[config.mk]
export PLATFORM = sky130hd
export DESIGN_NAME = spi_sram_wb_ctrl
export DESIGN_NICKNAME = d
export VERILOG_FILES = /design/src/rtl/spi_sram_wb_ctrl.sv
export SDC_FILE = /design/constraint.sdc
export NUM_CORES = 1
export LEC_CHECK = 0
export BUFFER_PORTS_ARGS = -buffer_cell sky130_fd_sc_hd__buf_2
export CAP_MARGIN = 20
export CELL_PAD_IN_SITES_DETAIL_PLACEMENT = 0
export CELL_PAD_IN_SITES_GLOBAL_PLACEMENT = 2
export CORE_UTILIZATION = 30
export CTS_BUF_LIST = sky130_fd_sc_hd__clkbuf_8
export CTS_CLUSTER_SIZE = 25
export DETAILED_ROUTE_END_ITERATION = 10
export PLACE_DENSITY_LB_ADDON = 0.1
export SLEW_MARGIN = 0
export SYNTH_ARGS = -nofsm -noshare
export SYNTH_HDL_FRONTEND = slang
export SYNTH_SLANG_ARGS = --single-unit
[constraint.sdc]
create_clock -name wb_clk_i -period 5.5 [get_ports wb_clk_i]
set_input_delay 1.1 -clock wb_clk_i [delete_from_list [all_inputs] [get_ports wb_clk_i]]
set_output_delay 1.1 -clock wb_clk_i [all_outputs]
set_load 0.01 [all_outputs]
[src/rtl/spi_sram_wb_ctrl.sv]
// Wishbone classic slave that maps each 32-bit access onto one SPI serial-SRAM transaction (SPI mode 0).
// Optional build macro SPI_SRAM_FASTREAD_EN: reads use FAST READ (0x0B) followed by 8 dummy clocks.
module spi_sram_wb_ctrl #(
  parameter int CLK_DIV   = 1,
  parameter int ADDR_BITS = 24
) (
  input  logic        wb_clk_i,
  input  logic        wb_rst_i,
  input  logic [31:0] wb_adr_i,
  input  logic [31:0] wb_dat_i,
  input  logic [3:0]  wb_sel_i,
  input  logic        wb_we_i,
  input  logic        wb_stb_i,
  input  logic        wb_cyc_i,
  output logic [31:0] wb_dat_o,
  output logic        wb_ack_o,
  output logic        spi_cs_n_o,
  output logic        spi_sclk_o,
  output logic        spi_mosi_o,
  input  logic        spi_miso_i,
  output logic        busy_o
);
  // Outgoing bit stream: command, address, write bytes (or zeros), 8 spare zero bits for the dummy phase.
  localparam int SH_W = 8 + ADDR_BITS + 40;
`ifdef SPI_SRAM_FASTREAD_EN
  localparam logic [7:0] RD_CMD = 8'h0B;
`else
  localparam logic [7:0] RD_CMD = 8'h03;
`endif
  localparam logic [15:0] DIV_LAST = 16'(CLK_DIV - 1);

  typedef enum logic [2:0] {S_IDLE, S_CMD, S_ADDR, S_DUMMY, S_DATA, S_DONE, S_GAP} state_t;

  state_t          state_q, state_d;
  logic [SH_W-1:0] sh_q, sh_d;
  logic [31:0]     rx_q, rx_d, dat_o_q, dat_o_d;
  logic [15:0]     div_q, div_d;
  logic [7:0]      bit_q, bit_d;
  logic [5:0]      data_bits_q, data_bits_d;
  logic            we_q, we_d, sclk_q, sclk_d;

  logic [1:0]  off;
  logic [2:0]  nbytes;
  logic [31:0] wr_shift, wr_stream;
  logic [7:0]  cur_len;
  logic        spi_active;
  logic        unused_adr_bits;

  assign unused_adr_bits = ^{wb_adr_i[1:0], wb_adr_i[31:ADDR_BITS]};

  always_comb begin
    off = 2'd0;
    for (int i = 3; i >= 0; i--) begin
      if (wb_sel_i[i]) off = 2'(i);
    end
  end

  assign nbytes    = 3'(wb_sel_i[0]) + 3'(wb_sel_i[1]) + 3'(wb_sel_i[2]) + 3'(wb_sel_i[3]);
  // Lowest enabled lane goes out first, each byte MSB first.
  assign wr_shift  = wb_dat_i >> {off, 3'b000};
  assign wr_stream = {wr_shift[7:0], wr_shift[15:8], wr_shift[23:16], wr_shift[31:24]};

  always_comb begin
    case (state_q)
      S_CMD, S_DUMMY: cur_len = 8'd8;
      S_ADDR:         cur_len = 8'(ADDR_BITS);
      default:        cur_len = {2'b00, data_bits_q};
    endcase
  end

  always_ff @(posedge wb_clk_i or posedge wb_rst_i) begin
    if (wb_rst_i) begin
      state_q     <= S_IDLE;
      sh_q        <= '0;
      rx_q        <= '0;
      dat_o_q     <= '0;
      div_q       <= '0;
      bit_q       <= '0;
      data_bits_q <= '0;
      we_q        <= 1'b0;
      sclk_q      <= 1'b0;
    end else begin
      state_q     <= state_d;
      sh_q        <= sh_d;
      rx_q        <= rx_d;
      dat_o_q     <= dat_o_d;
      div_q       <= div_d;
      bit_q       <= bit_d;
      data_bits_q <= data_bits_d;
      we_q        <= we_d;
      sclk_q      <= sclk_d;
    end
  end

  always_comb begin
    state_d     = state_q;
    sh_d        = sh_q;
    rx_d        = rx_q;
    dat_o_d     = dat_o_q;
    div_d       = div_q;
    bit_d       = bit_q;
    data_bits_d = data_bits_q;
    we_d        = we_q;
    sclk_d      = sclk_q;
    case (state_q)
      S_IDLE: begin
        if (wb_cyc_i && wb_stb_i) begin
          we_d        = wb_we_i;
          div_d       = '0;
          bit_d       = '0;
          sclk_d      = 1'b0;
          data_bits_d = wb_we_i ? {nbytes, 3'b000} : 6'd32;
          sh_d        = {(wb_we_i ? 8'h02 : RD_CMD), wb_adr_i[ADDR_BITS-1:2],
                         (wb_we_i ? off : 2'b00), (wb_we_i ? wr_stream : 32'h0), 8'h00};
          state_d     = (wb_we_i && wb_sel_i == 4'b0000) ? S_DONE : S_CMD;
        end
      end
      S_CMD, S_ADDR, S_DUMMY, S_DATA: begin
        if (!wb_cyc_i) begin
          state_d = S_GAP;
          sclk_d  = 1'b0;
          div_d   = '0;
        end else if (div_q != DIV_LAST) begin
          div_d = div_q + 16'd1;
        end else begin
          div_d = '0;
          if (!sclk_q) begin
            // Rising SCLK edge: sample MISO only while receiving read data.
            sclk_d = 1'b1;
            if (state_q == S_DATA && !we_q) rx_d = {rx_q[30:0], spi_miso_i};
          end else begin
            sclk_d = 1'b0;
            sh_d   = sh_q << 1;
            if (bit_q != cur_len - 8'd1) begin
              bit_d = bit_q + 8'd1;
            end else begin
              bit_d = '0;
              case (state_q)
                S_CMD:   state_d = S_ADDR;
`ifdef SPI_SRAM_FASTREAD_EN
                S_ADDR:  state_d = we_q ? S_DATA : S_DUMMY;
`else
                S_ADDR:  state_d = S_DATA;
`endif
                S_DUMMY: state_d = S_DATA;
                default: begin
                  state_d = S_DONE;
                  if (!we_q) dat_o_d = {rx_q[7:0], rx_q[15:8], rx_q[23:16], rx_q[31:24]};
                end
              endcase
            end
          end
        end
      end
      S_DONE:  state_d = S_GAP;
      default: state_d = S_IDLE;
    endcase
  end

  always_comb begin
    spi_active = (state_q == S_CMD) || (state_q == S_ADDR) ||
                 (state_q == S_DUMMY) || (state_q == S_DATA);
    spi_cs_n_o = !spi_active;
    spi_sclk_o = sclk_q;
    spi_mosi_o = spi_active & sh_q[SH_W-1];
    wb_ack_o   = (state_q == S_DONE);
    busy_o     = (state_q != S_IDLE);
    wb_dat_o   = dat_o_q;
  end

endmodule

* Word-level counts from Yosys, hierarchy flattened
Index checks and enable logic that the tools add are counted.
** Cells by class
- $add $sub $neg :: 6
- Equality and inequality tests :: 13
- Shift-type cells :: 1
- Mux-type cells :: 37
- Bitwise gates (word level) :: 6
- Reductions and logical operators :: 24
** Operator list (count)
- two-way mux 72 bit :: 4
- one-hot mux 72 bit (2 select lines) :: 1
- two-way mux 16 bit :: 3
- two-way mux 8 bit :: 5
- two-way mux 32 bit :: 1
- one-hot mux 16 bit (2 select lines) :: 1
- >> shifter 32 x 5 -> 32 bit :: 1
- two-way mux 3 bit :: 6
- adder 16 x 1 -> 16 bit, second input constant :: 1
- one-hot mux 8 bit (2 select lines) :: 1
- nonzero test 16 bit :: 1
- one-hot mux 6 bit (2 select lines) :: 1
- two-way mux 2 bit :: 5
- AND reduction 5 bit :: 2
- inequality test 3 bit, second input constant :: 3
- one-hot mux 3 bit (3 select lines) :: 1
- adder 8 x 1 -> 8 bit, second input constant :: 1
- inequality test 2 bit, second input constant :: 4
- inequality test 8 bit :: 1
- subtractor 8 x 1 -> 8 bit, second input constant :: 1
- AND reduction 7 bit :: 1
- equality test 3 x 2 -> 1 bit, second input constant :: 2
- equality test 3 bit, second input constant :: 2
- two-way mux 6 bit :: 1
- other kinds (22) :: 37
** Word-level totals
- Flip-flop bits (word level) :: 171
- Input port bits :: 74
- Output and inout bits :: 37
- Word-level logic and storage cells :: 96

* Depth between registers and ports, before layout
Gate-level depths: netlist (run 1).
- Depth in word-level cells :: 10
- Mapped depth :: 12
- Depth with buffers taken out :: 9

* Worst setup path after synthesis (run 1)
OpenSTA, ideal clock, no wires.
- Path type :: register -> register
- Start point :: reg state_q[2]
- End point :: reg dat_o_q[0], in the netlist wb_dat_o[0]
- Library setup time :: 0.125 ns
- Arrival :: 2.775 ns
- Required time :: 5.375 ns
- Slack :: 2.600 ns
- Stages on the path, launching flop included :: 13
- Buffers on the path :: 3
- Period minus slack after synthesis :: 2.900 ns
- Cell sequence :: dfrtp_1 -> clkbuf_8 -> nor2b_1 -> o2bb2ai_1 -> ha_1 -> ha_1 -> xnor2_1 -> nor4_1 -> nand3_1 -> or4b_1 -> buf_6 -> buf_12 -> mux2_4
** Between the ends
- Longest elaborated chain between the ends :: 7
- Elaborated cells between the ends (all ways) :: 13
- Those cells by class :: add/sub: 1; eq/ne: 5; mux: 1; bitwise: 2; reduce/logical: 4
** Ends and longest elaborated chain
- start: declaration :: RTL line 34 : state_t state_q, state_d;
- start signal: assignment :: RTL line 83 : state_q <= state_d;
- equality test 3 x 1 -> 1 bit / equality test 3 x 2 -> 1 bit (equally long branches) :: RTL line 64, 105, 138
- OR reduction 2 bit :: RTL line 64 : case (state_q)
- one-hot mux 6 bit (2 select lines) :: RTL line 64
- subtractor 8 x 1 -> 8 bit :: RTL line 134 : if (bit_q != cur_len - 8'd1) begin
- inequality test 8 bit :: RTL line 134
- NOT 1 bit (no line)
- AND reduction 7 bit (no line) (*)
- end signal: assignment :: RTL line 86 : dat_o_q <= dat_o_d;
- end: declaration :: RTL line 36 : logic [31:0] rx_q, rx_d, dat_o_q, dat_o_d;
Every way passes the cells marked *; elsewhere a longest branch is shown, timed or not.
A chain may end at the register's enable or synchronous reset.

* Worst setup path after layout (run 1)
- Start point :: reg state_q[1]
- End point :: reg dat_o_q[24], in the netlist wb_dat_o[24]
The elaborated chain is that of the path after synthesis.

==> results of run 1 <==
-- sequential cells by signal, indices dropped and copies added, names as in the netlist --
name	flops
bit_q	8
wb_dat_o	32
sh_q	64
rx_q	32
data_bits_q	3
spi_sclk_o	1
div_q	16
state_q	3
we_q	1
-- worst register-to-register path, cell delays in order (launching register included) --
cell       delay (ns)
dfrtp_1          0.53
nor2b_1          0.29
o2bb2ai_1        0.12
ha_1             0.19
ha_1             0.28
xnor2_1          0.13
nor4_1           0.25
nand3_1          0.36
or4b_2           0.74
buf_4            0.33
mux2_4           0.39
-- path summary, 6_finish.rpt --
path,to,start,cells past startpoint,slack [ns]
worst max-delay path,wb_dat_o[24],state_q[1],10,1.77
worst min-delay path,sh_q[67],sh_q[67],2,0.48
worst max register to register,wb_dat_o[24],state_q[1],10,1.77
worst min register to register,sh_q[67],sh_q[67],2,0.48
max in group asynchronous,sh_q[28],wb_rst_i,3,3.53
min in group asynchronous,sh_q[58],wb_rst_i,2,0.81
-- logic make-up (layout without fill, tap and decap cells) --
logic type               Yosys count  count (layout)  share of synthesized area (%)
adder cells (fa/ha/maj)            9               9                           1.51
AO/OA/AOI/OAI                    180             180                           15.4
multiplexers                      72              72                           11.5
XOR/XNOR                           7               7                          0.771
AND/OR/NAND/NOR                  276             276                           15.7
buffers and inverters             78             164                           4.81
flip-flops                       160             160                           50.3
-- routing by layer --
layer | up-vias | global-route usage [%] | share of wire (%)
met4 | 0 | 4.96 | 1.4
met5 | - | 0 | 0
li1 | 2936 | - | -
met2 | 146 | 23.0 | 45
met1 | 2982 | 22.2 | 49
met3 | 21 | 3.34 | 4.3
-- cells in the final DEF, fill, tap and decap left out, drive strengths merged, types with 2 or more instances in the layout --
cell type,netlist,routed
ha,8,8
nand3,23,23
o21a,2,2
a22o,3,3
nor2,83,83
a31oi,24,24
xnor2,4,4
o21ai,47,47
xor2,3,3
nor4,10,10
a21o,5,5
and2,2,2
a21oi,21,21
clkinv,1,6
dfrtp,160,160
mux2,64,64
nand2,105,105
o221ai,9,9
a22oi,16,16
a221oi,15,15
o2bb2ai,2,2
buf,17,110
inv,21,31
and3,3,3
nand4,5,5
or3,6,6
o31ai,4,4
a2bb2oi,16,16
nor2b,13,13
mux2i,8,8
o2111ai,4,4
nor3,17,17
or2,4,4
or4,2,2
clkbuf,38,17
o211ai,5,5
o41ai,2,2
-- per-stage QoR --
step / setup WS [ns] / utilization (%) / cell area (µm²)
2_1_floorplan: 0.0801 / - / 7950
3_3_place_gp: 1.84 / 33.3 / 8670
3_5_place_dp: 1.86 / 33.3 / 8680
4_1_cts: 1.80 / 34.9 / 9090
5_1_grt: 1.56 / 34.9 / 9090
6_report: 1.77 / 34.9 / 9090
-- power by group --
part / switching (mW) / internal, mW
combinational: 0.884 / 0.505
sequential: 0.206 / 1.46
clock: 0.545 / 0.353
-- final cells by class --
cell class / instances / area (µm²) / share of cell area (%)
sequential: 160 / 4000 / 44.0
multi-input combinational: 544 / 3590 / 39.5
clock inverter: 15 / 179 / 1.97
tap: 335 / 419 / 4.61
timing repair buffer: 110 / 579 / 6.37
clock buffer: 17 / 234 / 2.57
inverter: 22 / 87.6 / 0.963
==> summary.md, run 1 <==
| Metric | Value |
|---|---|
| CTS resizes | 0 |
| Die width | about 160 µm |
| Nets | 938 |
| Die Ht | 165 µm |
| Period utilization | 67.8% |
| Asr flop ratio synth | 100% |
| Initial Util | between 30% and 40% |
| Largest net degree at the start of global routing | just under 90 |
| Worst Path Arrival | roughly 4 ns |
| Final HPWL DP | 13,400 µm |
| Hold_ws | 0.481 ns |
| RSZ-0062 raised after global routing | false |
| Router iterations before antenna repair | 6 |
| #FFs+latches synth | 160 |
| Largest cells by area after synthesis | dfrtp_1 (50%), mux2_4 (5.7%), nand2_1 (5.0%) |
| Vias per cell | 5.06 |
| Relative slew slack | 36.0% |
| First-pass GRT wire length | 32,900 µm |
| Hold Crit Class | reg2reg |
| Synth Area per Inst | 10.2 µm² |
| Most instantiated cells after synthesis | dfrtp_1 (160), nand2_1 (105), nor2_1 (83) |
| Pwr dens | 435 nW/µm² |
| CP max stage delay | 0.74 ns |
| Starting DRC count in detailed routing | between 300 and 400 |
| Highest-delay cell along the critical path | or4b_2 |
| CP Launch Type | register |
| Max IR drop VDD | 303 µV |
| Die area | 27,200 µm² |
| # setup viols final | 0 |
| Filler instances | 2,690 |
| RD Place Congestion | 0.783 |
| Number of remaining DRC errors | 0 |
| Post-synth EDFFs | 0 |
| Antenna violations before repair | 0 |
| Clock sink count | 160 |
| Diode count | 0 |
| H-tree depth | 4 |
| Max-slew violations | 0 |
| Status | finished clean |
| Total Routed Length | 20,200 µm |
| Final min period | 3.73 ns |
| CP endpoint kind | register |
| Maximum clock rate | 0.268 GHz |
| Share of cells above drive strength 1 | between 20% and 30% |
| CP Data Required Time | 5.84 ns |
| Final std cells w/o fill | roughly 1,200 |
| TNS Setup | 0 ns |
| Clock latency at the later pin of the worst-skew pair | 0.46 ns |
| Max_cap viols | 0 |
| Most used cell, CP | ha_1 |
| Mapped Cells | 782 |
| I/O pin count | about 110 |
| Number of global-route vias before repair | ~6,100 |
| Tot Pwr | ~4.0 mW |
| Longest Clk Path Bufs | 2 |
| TritonCTS clock tree | built |
| Synthesis-to-layout area growth | 14.3% |
| Fin Clk Skew | 0.0241 ns |
| CTS buffer count | 17 |
| Post-synth top area share | 50.3% |
| Row count | 59 |
| P_leak | 4.33 nW |
| DR vias | 6,085 |
| Core area | 26,100 µm² |
| Final ANT Viol Nets | 0 |
| Gr ovfl total | 0 |
| Final Hold Viols | 0 |
| Bufs and invs on worst path | 1 |
| Seq/Total Area, Yosys | 50.3% |
| Yosys warning total | 0 |
| Mapped Area | around 8000 µm² |
| Kind of critical path | reg2reg |
| Predominant post-synthesis flop cell | dfrtp_1 |
| Netlist cell types | 58 |
| Count leader, synth | dfrtp_1 |
| CP top delay family | simple AND/OR/NAND/NOR gates |
| Hold buffer count at cts | 0 |
| All-layer global routing usage | between 10% and 20% |
| Avg WL per Cell | 16.8 µm |
| Setup repair bufs after CTS | 0 |
| Total instance count after detailed placement | ~1,200 |
| Slew @ Worst Pin | 0.960 ns |
| Cell taking the most area after synthesis | dfrtp_1 |
| Clock Pin Slew Worst Setup and Hold Paths | 0.11 ns |
| Synthesized net count | between 800 and 900 |
| IO buf count | 100 |
| Crit path cell chain | nor2b_1 -> o2bb2ai_1 -> ha_1 -> ha_1 -> xnor2_1 -> nor4_1 -> nand3_1 -> or4b_2 -> buf_4 -> mux2_4 |
| Critical path fanouts, max | 32 |
| Root buf cell | clkbuf_8 |
Note: power is estimated with default switching activity, not from simulation.
==> inputs of run 2 (changes only) <==
- clock period: 5.5 -> 3.8 ns (I/O delays scaled with it)
==> run 2 against run 1 <==
  * Final cell count increased by 0.67%
  * Wire length up 1.2%
  * Critical path type unchanged
  * Register-to-register slack lost 1.4 ns
  * Global-route usage is 0.17 points higher
  * Critical path depth stayed put
  * Die area unchanged
  * Via count up 1.1%
  * Setup slack got worse by 1.4 ns
==> summary.md, run 2 (synthesized netlist as in run 1, its figures left out) <==
| Metric | Value |
|---|---|
| Status | finished clean |
| Gr ovfl total | 0 |
| Bufs and invs on worst path | 1 |
| Most common cell after layout, fill and taps aside | dfrtp_1 |
| Final std cells w/o fill | 1,211 |
| RSZ-0062 raised after global routing | false |
| Total Routed Length | 20,400 µm |
| Period utilization | 89.1% |
| TNS Setup | 0 ns |
| TritonCTS clock tree | built |
| Nets | approximately 950 |
| Die width | 165 µm |
| Clock Pin Slew Worst Setup and Hold Paths | 0.12 ns |
| Max_cap viols | 0 |
| Hold buffer count at cts | 0 |
| CP top delay family | simple AND/OR/NAND/NOR gates |
| Most used cell, CP | ha_1 |
| Slew @ Worst Pin | approximately 1 ns |
| Setup repair bufs after CTS | 0 |
| Layer with the highest usage | met2 |
| Largest net degree at the start of global routing | 88 |
| Longest Clk Path Bufs | 2 |
| Starting DRC count in detailed routing | 500 |
| Met1 usage | 21.6% |
| CTS resizes | 0 |
| Initial Util | 30.5% |
| Worst Path Arrival | 3.73 ns |
| Final min period | 3.39 ns |
| P_leak | 4.38 nW |
| Number of remaining DRC errors | 0 |
| Biggest register | sh_q |
| First-pass GRT wire length | 33,300 µm |
| Share of cells above drive strength 1 | 26.2% |
| H-tree depth | 4 |
| Clock latency at the later pin of the worst-skew pair | 0.47 ns |
| Fin Clk Skew | between 0.02 and 0.025 ns |
| Crit. Startpoint | state_q[1] |
| CTS buffer count | 17 |
| Maximum clock rate | 0.295 GHz |
| FF-to-FF End | wb_dat_o[24] |
| Die Ht | 165 µm |
| Avg WL per Cell | 16.9 µm |
| Tot Pwr | 5.82 mW |
| I/O pin count | 111 |
| Kind of critical path | reg2reg |
| CP max stage delay | 0.64 ns |
| Relative slew slack | 33.2% |
| Most frequent cells in the layout | dfrtp_1 (160), nand2_1 (105), buf_2 (100) |
| Final HPWL DP | 13,500 µm |
| Max reg flops | between 60 and 70 |
| Number of global-route vias before repair | 6,209 |
| Total instance count after detailed placement | approximately 1,200 |
| DR vias | 6,152 |
| Worst r2r path cells | 10 |
| Final ANT Viol Nets | 0 |
| CP Launch Type | register |
| Antenna violations before repair | 1 |
| All-layer global routing usage | 15.7% |
| CP endpoint kind | register |
| Die area | 27,200 µm² |
| Max IR drop VDD | between 200 and 300 µV |
| Synthesis-to-layout area growth | 15.5% |
| Critical path fanouts, max | 32 |
| Worst reg2reg startpoint | state_q[1] |
| # setup viols final | 0 |
| Crit path cell chain | nor2b_1 -> o2bb2ai_1 -> ha_1 -> ha_1 -> xnor2_1 -> nor4_1 -> nand3_1 -> or4b_2 -> buf_4 -> mux2_4 |
| Met2 Resource Use GR | between 20% and 30% |
| Core area | 26,100 µm² |
| Max-slew violations | 0 |
| Highest-delay cell along the critical path | or4b_2 |
| Root buf cell | clkbuf_8 |
| Pwr dens | 633 nW/µm² |
| Clock sink count | 160 |
| R2R setup slack | 0.41 ns |
| Row count | 59 |
| Vias per cell | 5.08 |
| Met3 Resource Use GR | under 10% |
| Hold Crit Class | in2async |
| Router iterations before antenna repair | 5 |
| CP Data Required Time | 4.14 ns |
| IO buf count | 100 |
| Crit. path cell count | 10 |
| Final Hold Viols | 0 |
| RD Place Congestion | 0.761 |
[run 2: changes by cell type in the layout (fill, tap and decap cells not counted)]
cell | previous run | this run
clkinv_4 | 1 | 2
diode_2 | 0 | 1
clkinvlp_4 | 0 | 1
buf_12 | 0 | 3
inv_6 | 6 | 3
inv_8 | 4 | 5
buf_4 | 9 | 13
[run 2: worst max path at each step]
stage | to | slack, ns
6_report | wb_dat_o[24] | 0.41
3_5_place_dp | wb_dat_o[27] | 0.47
4_1_cts | wb_dat_o[24] | 0.43
5_1_grt | wb_dat_o[24] | 0.18
2_1_floorplan | wb_dat_o[0] | 0.90
3_3_place_gp | wb_dat_o[7] | 0.50
[run 2: per-stage QoR]
step           utilization [%]  cell area (µm²)  hold WS, ns  setup slack, ns
5_1_grt                   35.2             9180        0.496            0.181
4_1_cts                   35.2             9180        0.444            0.431
6_report                  35.3             9190        0.451            0.413
3_5_place_dp              33.6             8770        0.456            0.466
2_1_floorplan                -             7960        0.430            0.900
3_3_place_gp              33.6             8760        0.451            0.499
[run 2: routing by layer]
| metal | vias to the layer above | wire [µm] |
|---|---|---|
| li1 | 2961 | - |
| met3 | 19 | 969 |
| met5 | - | 0 |
| met1 | 3022 | 9830 |
| met4 | 0 | 255 |
| met2 | 150 | 9370 |
[run 2: cell type report]
class                           count  area [µm²]
Antenna cell                        1        2.50
Tap cell                          335         419
Sequential cell                   160        4000
Inverter                           22        86.3
Timing Repair Buffer              117         669
Clock buffer                       17         234
Multi-Input combinational cell    544        3590
Clock inverter                     15         181
Fill cell                        2636       16900
[run 2: worst register-to-register path, cell delays in order, from the launching register on]
cell and delay (ns):
dfrtp_1 0.54, nor2b_1 0.28, o2bb2ai_1 0.12, ha_1 0.19, ha_1 0.28, xnor2_1 0.13
nor4_1 0.26, nand3_1 0.13, or4b_2 0.64, buf_4 0.34, mux2_4 0.38
[run 2: where the power goes]
part	switching, mW	leakage, nW	total [mW]	internal, mW
logic	1.30	2.11	2.08	0.777
clock network	0.809	0.209	1.32	0.512
registers	0.297	2.06	2.42	2.12
total	2.41	4.38	5.82	3.41
